$ cat src/rtl/fpu_rptr_pkg.sv
// Shared constants for the FPU result-bus repeater/arbiter: source tags and default width.
package fpu_rptr_pkg;

  localparam int unsigned FPU_RPTR_WIDTH = 64;

  typedef logic [1:0] fpu_rptr_src_t;

  localparam fpu_rptr_src_t FPU_RPTR_SRC_ADD = 2'b00;
  localparam fpu_rptr_src_t FPU_RPTR_SRC_MUL = 2'b01;
  localparam fpu_rptr_src_t FPU_RPTR_SRC_DIV = 2'b10;

  // Round-robin successor: add -> mul -> div -> add.
  function automatic fpu_rptr_src_t fpu_rptr_next_src(input fpu_rptr_src_t src);
    case (src)
      FPU_RPTR_SRC_ADD: return FPU_RPTR_SRC_MUL;
      FPU_RPTR_SRC_MUL: return FPU_RPTR_SRC_DIV;
      default:          return FPU_RPTR_SRC_ADD;
    endcase
  endfunction

endpackage

$ cat src/rtl/fpu_rptr_arb_if.sv
// Handshake bundle between the three FPU pipes, the repeater and the downstream result route.
interface fpu_rptr_arb_if
  import fpu_rptr_pkg::*;
#(
  parameter int unsigned WIDTH = FPU_RPTR_WIDTH
);
  logic             add_req_vld;
  logic [WIDTH-1:0] add_req_data;
  logic             add_req_rdy;
  logic             mul_req_vld;
  logic [WIDTH-1:0] mul_req_data;
  logic             mul_req_rdy;
  logic             div_req_vld;
  logic [WIDTH-1:0] div_req_data;
  logic             div_req_rdy;
  logic             rptr_out_vld;
  logic [WIDTH-1:0] rptr_out_data;
  fpu_rptr_src_t    rptr_out_src;
  logic             rptr_out_rdy;

  // Repeater side.
  modport slave (
    input  add_req_vld, add_req_data, mul_req_vld, mul_req_data, div_req_vld, div_req_data,
    input  rptr_out_rdy,
    output add_req_rdy, mul_req_rdy, div_req_rdy,
    output rptr_out_vld, rptr_out_data, rptr_out_src
  );

  // Pipe/downstream side.
  modport master (
    output add_req_vld, add_req_data, mul_req_vld, mul_req_data, div_req_vld, div_req_data,
    output rptr_out_rdy,
    input  add_req_rdy, mul_req_rdy, div_req_rdy,
    input  rptr_out_vld, rptr_out_data, rptr_out_src
  );
endinterface

$ cat src/rtl/fpu_rptr_stage.sv
// One valid/data/src register slice; accepts when empty or when its content drains this cycle.
module fpu_rptr_stage
  import fpu_rptr_pkg::*;
#(
  parameter int unsigned WIDTH = FPU_RPTR_WIDTH
) (
  input  logic             rclk,
  input  logic             grst_l,
  input  logic             in_vld_i,
  input  logic [WIDTH-1:0] in_data_i,
  input  fpu_rptr_src_t    in_src_i,
  output logic             in_rdy_o,
  output logic             out_vld_o,
  output logic [WIDTH-1:0] out_data_o,
  output fpu_rptr_src_t    out_src_o,
  input  logic             out_rdy_i
);

  logic             vld_q, vld_d;
  logic [WIDTH-1:0] data_q, data_d;
  fpu_rptr_src_t    src_q, src_d;
  logic             load;

  always_comb begin
    in_rdy_o = ~vld_q | out_rdy_i;
    load     = in_vld_i & in_rdy_o;
    vld_d    = load | (vld_q & ~out_rdy_i);
    data_d   = load ? in_data_i : data_q;
    src_d    = load ? in_src_i : src_q;
  end

  always_ff @(posedge rclk) begin
    if (!grst_l) begin
      vld_q  <= 1'b0;
      data_q <= '0;
      src_q  <= FPU_RPTR_SRC_ADD;
    end else begin
      vld_q  <= vld_d;
      data_q <= data_d;
      src_q  <= src_d;
    end
  end

  assign out_vld_o  = vld_q;
  assign out_data_o = data_q;
  assign out_src_o  = src_q;

endmodule

$ cat src/rtl/fpu_rptr_arb.sv
// Round-robin arbiter plus registered repeater for the shared FPU result bus.
// Define FPU_RPTR_PIPE_EN for two cascaded register stages (latency 2, capacity 2).
module fpu_rptr_arb
  import fpu_rptr_pkg::*;
#(
  parameter int unsigned WIDTH = FPU_RPTR_WIDTH
) (
  input logic            rclk,
  input logic            grst_l,
  fpu_rptr_arb_if.slave  bus
);

  logic [2:0]       req_vld;
  logic [2:0]       gnt;
  logic             load_ok;
  fpu_rptr_src_t    ptr_q, ptr_d;
  fpu_rptr_src_t    cand;
  fpu_rptr_src_t    gnt_src;
  logic [WIDTH-1:0] gnt_data;
  logic             out_vld;
  logic [WIDTH-1:0] out_data;
  fpu_rptr_src_t    out_src;

  assign req_vld = {bus.div_req_vld, bus.mul_req_vld, bus.add_req_vld};

  // Search starts at the source after the last grant; grants are masked while in reset.
  always_comb begin
    gnt     = '0;
    gnt_src = ptr_q;
    cand    = fpu_rptr_next_src(ptr_q);
    for (int k = 0; k < 3; k++) begin
      if ((gnt == 3'b000) && req_vld[cand]) begin
        gnt[cand] = 1'b1;
        gnt_src   = cand;
      end
      cand = fpu_rptr_next_src(cand);
    end
    gnt   = gnt & {3{load_ok & grst_l}};
    ptr_d = (gnt != 3'b000) ? gnt_src : ptr_q;
  end

  always_comb begin
    case (gnt_src)
      FPU_RPTR_SRC_ADD: gnt_data = bus.add_req_data;
      FPU_RPTR_SRC_MUL: gnt_data = bus.mul_req_data;
      default:          gnt_data = bus.div_req_data;
    endcase
  end

  always_ff @(posedge rclk) begin
    if (!grst_l) begin
      ptr_q <= FPU_RPTR_SRC_DIV;
    end else begin
      ptr_q <= ptr_d;
    end
  end

  assign bus.add_req_rdy = gnt[0];
  assign bus.mul_req_rdy = gnt[1];
  assign bus.div_req_rdy = gnt[2];

`ifdef FPU_RPTR_PIPE_EN
  logic             s1_vld;
  logic [WIDTH-1:0] s1_data;
  fpu_rptr_src_t    s1_src;
  logic             s1_rdy;

  fpu_rptr_stage #(.WIDTH(WIDTH)) u_stage1 (
    .rclk       (rclk),
    .grst_l     (grst_l),
    .in_vld_i   (|gnt),
    .in_data_i  (gnt_data),
    .in_src_i   (gnt_src),
    .in_rdy_o   (load_ok),
    .out_vld_o  (s1_vld),
    .out_data_o (s1_data),
    .out_src_o  (s1_src),
    .out_rdy_i  (s1_rdy)
  );

  fpu_rptr_stage #(.WIDTH(WIDTH)) u_stage2 (
    .rclk       (rclk),
    .grst_l     (grst_l),
    .in_vld_i   (s1_vld),
    .in_data_i  (s1_data),
    .in_src_i   (s1_src),
    .in_rdy_o   (s1_rdy),
    .out_vld_o  (out_vld),
    .out_data_o (out_data),
    .out_src_o  (out_src),
    .out_rdy_i  (bus.rptr_out_rdy)
  );
`else
  fpu_rptr_stage #(.WIDTH(WIDTH)) u_stage (
    .rclk       (rclk),
    .grst_l     (grst_l),
    .in_vld_i   (|gnt),
    .in_data_i  (gnt_data),
    .in_src_i   (gnt_src),
    .in_rdy_o   (load_ok),
    .out_vld_o  (out_vld),
    .out_data_o (out_data),
    .out_src_o  (out_src),
    .out_rdy_i  (bus.rptr_out_rdy)
  );
`endif

  assign bus.rptr_out_vld  = out_vld;
  assign bus.rptr_out_data = out_data;
  assign bus.rptr_out_src  = out_src;

endmodule
$ cat src/flat_wrapper.sv
// flat-port wrapper written by rule: the top's interface ports become plain ports
module fpu_rptr_arb_flat import fpu_rptr_pkg::*;
#(
  parameter int unsigned WIDTH = FPU_RPTR_WIDTH
)
  (rclk, grst_l, bus_add_req_vld, bus_add_req_data, bus_mul_req_vld, bus_mul_req_data, bus_div_req_vld, bus_div_req_data, bus_rptr_out_rdy, bus_add_req_rdy, bus_mul_req_rdy, bus_div_req_rdy, bus_rptr_out_vld, bus_rptr_out_data, bus_rptr_out_src);
  fpu_rptr_arb_if #(.WIDTH(WIDTH)) bus_i ();
  input logic rclk;
  input logic grst_l;
  input wire logic [$bits(bus_i.add_req_vld)-1:0] bus_add_req_vld;
  input wire logic [$bits(bus_i.add_req_data)-1:0] bus_add_req_data;
  input wire logic [$bits(bus_i.mul_req_vld)-1:0] bus_mul_req_vld;
  input wire logic [$bits(bus_i.mul_req_data)-1:0] bus_mul_req_data;
  input wire logic [$bits(bus_i.div_req_vld)-1:0] bus_div_req_vld;
  input wire logic [$bits(bus_i.div_req_data)-1:0] bus_div_req_data;
  input wire logic [$bits(bus_i.rptr_out_rdy)-1:0] bus_rptr_out_rdy;
  output wire logic [$bits(bus_i.add_req_rdy)-1:0] bus_add_req_rdy;
  output wire logic [$bits(bus_i.mul_req_rdy)-1:0] bus_mul_req_rdy;
  output wire logic [$bits(bus_i.div_req_rdy)-1:0] bus_div_req_rdy;
  output wire logic [$bits(bus_i.rptr_out_vld)-1:0] bus_rptr_out_vld;
  output wire logic [$bits(bus_i.rptr_out_data)-1:0] bus_rptr_out_data;
  output wire logic [$bits(bus_i.rptr_out_src)-1:0] bus_rptr_out_src;
  assign bus_i.add_req_vld = bus_add_req_vld;
  assign bus_i.add_req_data = bus_add_req_data;
  assign bus_i.mul_req_vld = bus_mul_req_vld;
  assign bus_i.mul_req_data = bus_mul_req_data;
  assign bus_i.div_req_vld = bus_div_req_vld;
  assign bus_i.div_req_data = bus_div_req_data;
  assign bus_i.rptr_out_rdy = bus_rptr_out_rdy;
  assign bus_add_req_rdy = bus_i.add_req_rdy;
  assign bus_mul_req_rdy = bus_i.mul_req_rdy;
  assign bus_div_req_rdy = bus_i.div_req_rdy;
  assign bus_rptr_out_vld = bus_i.rptr_out_vld;
  assign bus_rptr_out_data = bus_i.rptr_out_data;
  assign bus_rptr_out_src = bus_i.rptr_out_src;
  fpu_rptr_arb #(.WIDTH(WIDTH)) u_core (.rclk(rclk), .grst_l(grst_l), .bus(bus_i));
endmodule
$ cat config.mk
export PLATFORM = sky130hd
export DESIGN_NAME = fpu_rptr_arb_flat
export DESIGN_NICKNAME = d
export VERILOG_FILES = /design/src/rtl/fpu_rptr_pkg.sv /design/src/rtl/fpu_rptr_arb_if.sv /design/src/rtl/fpu_rptr_stage.sv /design/src/rtl/fpu_rptr_arb.sv /design/src/flat_wrapper.sv
export SDC_FILE = /design/constraint.sdc
export NUM_CORES = 1
export LEC_CHECK = 0
export CORE_MARGIN = 2
export CORE_UTILIZATION = 39
export CTS_BUF_LIST = sky130_fd_sc_hd__clkbuf_8
export CTS_CLUSTER_DIAMETER = 150
export DETAILED_ROUTE_END_ITERATION = 7
export PLACE_DENSITY = 0.87
export SETUP_SLACK_MARGIN = 0.4
export SYNTH_ARGS = -nofsm -noshare
export SYNTH_HDL_FRONTEND = slang
export SYNTH_SLANG_ARGS = --single-unit
$ cat constraint.sdc
create_clock -name rclk -period 1.75 [get_ports rclk]
set_input_delay 0.35 -clock rclk [delete_from_list [all_inputs] [get_ports rclk]]
set_output_delay 0.35 -clock rclk [all_outputs]
set_load 0.02 [all_outputs]
==> results.cfg <==
[outcome]
status = complete, no violations

[floorplan]
die_area_um2 = 16000
die_x_um = 126
start_util = 0.400
ios = 268
die_h_um = 126
coreArea_um2 = 14600
num_rows = 44

[yosys]
syn_inst = 776
syn_nets = 974
synth_cell_type_count = 30
yosys_warnings = 0
synth_flop_cell = dfxtp_1
synth.most_common_cell = nor2b_1
yosysTopAreaCellShare = 0.237
async_flop_share = 0
syn_area_per_cell_um2 = 7.52
synth_area_um2 = 5840
ys_seq_area_frac = 0.237
synth_top_area_cell = dfxtp_1
synth_edf_count = 0
synth_seq_cells = 69
yosys-top-cells-count = 130 x nor2b_1, 69 x dfxtp_1, 67 x nand2_1
synthTopCellsByArea = dfxtp_1 24%, nor2b_1 14%, o22a_1 9.7%

[layout]
syn_to_final_growth_pct = 76.1
n_antenna_cell = 0
nets = 1244
layout-drive-gt1-share = 0.303
fin_cells = 1235

[power]
vdd_drop_max_uv = 428
p_per_area_nw_per_um2 = 612
power.leakage_nw = 4.01

[worst_setup_path]
required_ps = 2020
path_class = reg2reg
r2r_cells = 7
r2r-end = u_core.u_stage.out_data_o[45]
end_kind = flop
cp_max_fo = 8
r2r_start = u_core.ptr_q[1]
crit_arrival_ps = 1970
reg2reg_slack_ps = 60
crit_path_start_kind = flop

[routing]
antenna_left = 0
wl_um = 27400
dr.first_iter.drc_count = 667
drc = 0
dr.pass1.iters = 5
wl_per_cell_um = 22.2
vias = 7842
viasPerCell = 6.35

[hold_path]
min_path_type = reg2reg
min_to = u_core.u_stage.out_data_o[18]
hold_depth = 2
min_from = u_core.u_stage.out_data_o[18]

[sta]
max-slew-margin-rel = 0.478
fin_crit_sh = 0.967
tightest_slew_ps = 782
drv_slew = 0
fin_worst_skew_ps = 6.20
fin_crit_ps = 1690
finalHoldViolCount = 0
setup_ws_ps = 58.3
fin_tns_setup_ps = 0
rsz0062_at_grt = true
finalSetupViolCount = 0
clock.fmax_ghz = 0.591

[grt]
use_met1 = 0.362
track_usage = 0.297
use_met2 = 0.502
grt_max_degree = 65
grt_pass1_vias = 7564
grt_overflow_total = 0
grt_pass1_wl_um = 39000
grt.busiest_layer = met2
antenna_found_initial = 0
met3_usage = 0.0662

[placement]
port_buffers = 267
place_inst = 1177
finalWeightedCongestion = 0.852
place_hpwl_um = 15400
dp_slack_ps = -544

[clock_network]
insertion_delay_ps = 370
postCtsHoldBufs = 0
cts_sinks = 69
htree_levels = 3
clock_tree.buffer_depth = 2
cts_root_buf = clkbuf_8
cts_buffers = 9
cts_tree = built
clk_pin_slew_ps = 80

[run]
cap_violations = 0
-- logic make-up (layout without fill, tap and decap cells) --
kind of cell | count (synthesis) | count (layout) | synth area share
buf+inv | 94 | 369 | 0.0784
compound gates | 334 | 334 | 0.404
flops | 69 | 69 | 0.237
simple gates | 279 | 279 | 0.281
-- routing by layer --
| metal | vias to the layer above | routed length [µm] |
|---|---|---|
| met5 | - | 0 |
| met4 | 0 | 1130 |
| met3 | 92 | 2760 |
| met2 | 517 | 13200 |
| met1 | 3749 | 10300 |
| li1 | 3484 | - |
-- how the worst max path moves through the flow --
stage	from	to	slack (ps)	cells after the start
after floorplan	bus_add_req_vld	u_core.u_stage.out_data_o[10]	160	7
after global placement	bus_mul_req_vld	bus_div_req_rdy	-520	5
after detailed placement	bus_mul_req_vld	bus_div_req_rdy	-540	5
after CTS	u_core.ptr_q[0]	bus_div_req_rdy	110	4
after global routing	u_core.ptr_q[0]	u_core.u_stage.out_data_o[45]	30	6
final	u_core.ptr_q[1]	u_core.u_stage.out_data_o[45]	60	7
-- worst max-delay path, stage by stage (launching register included) --
cell       delay, ps
dfxtp_4          410
nor2b_4           50
buf_4            130
a22oi_2          230
buf_6            230
clkbuf_16        190
o21ai_0          120
a22oi_1          240
-- final cells by class --
class	instances	area [µm²]
multi-input combinational	613	4790
fill	1080	4310
timing repair buffer	352	3680
sequential	69	1400
tap	184	230
clock buffer	11	151
clock inverter	5	20.0
inverter	1	3.75
-- cell usage in the layout, fill, tap and decap left out, types with 3 or more instances in the layout --
cell type	Yosys	layout
clkdlybuf4s50_1	0	192
nor2b_1	130	128
o22a_1	65	65
a21oi_1	65	65
nor3b_1	65	62
dfxtp_1	69	55
buf_2	12	44
o21ai_0	55	40
a22oi_2	1	36
a221oi_1	64	32
nand2_4	0	29
a22oi_1	64	29
buf_4	6	29
a221oi_2	0	27
nand2_1	67	25
clkbuf_2	0	24
buf_12	0	23
o21ai_1	10	20
buf_6	9	14
nand2_2	0	13
dfxtp_2	0	12
clkbuf_8	0	11
buf_16	0	11
clkbuf_16	0	7
nor2_1	8	6
buf_8	0	6
inv_1	1	5
a221oi_4	0	5
o21ai_2	1	4
nand2b_2	0	3
nor3b_2	0	3
-- state kept, by name, summed over array words and instances (netlist names) --
signal / cells
u_core.u_stage.out_data_o: 64
u_core.u_stage.out_src_o: 2
u_core.ptr_q: 2
u_core.u_stage.out_vld_o: 1
-- where the power goes --
| part | switching, mW | total [mW] | internal, mW |
|---|---|---|---|
| clock | 0.680 | 1.25 | 0.572 |
| sequential | 0.237 | 2.01 | 1.77 |
| combinational | 1.52 | 3.03 | 1.51 |
| total | 2.44 | 6.29 | 3.85 |
-- repair_timing --
action | in CTS | in global routing
pin swaps | 15 | 76
setup buffers | 18 | 5
cloned | 11 | 8
setup endpoints to repair | 136 | 93
gates resized for setup | 275 | 216
-- metrics by stage --
step	area (µm²)	power, mW	util	hold WS, ps
floorplan	5940	3.28	-	503
detailed placement	8890	4.57	0.610	476
global route	10300	6.55	0.705	513
global placement	8890	4.52	0.610	453
CTS	9470	5.87	0.649	473
finish	10300	6.29	0.705	503
Note: power is estimated with default switching activity, not from simulation.
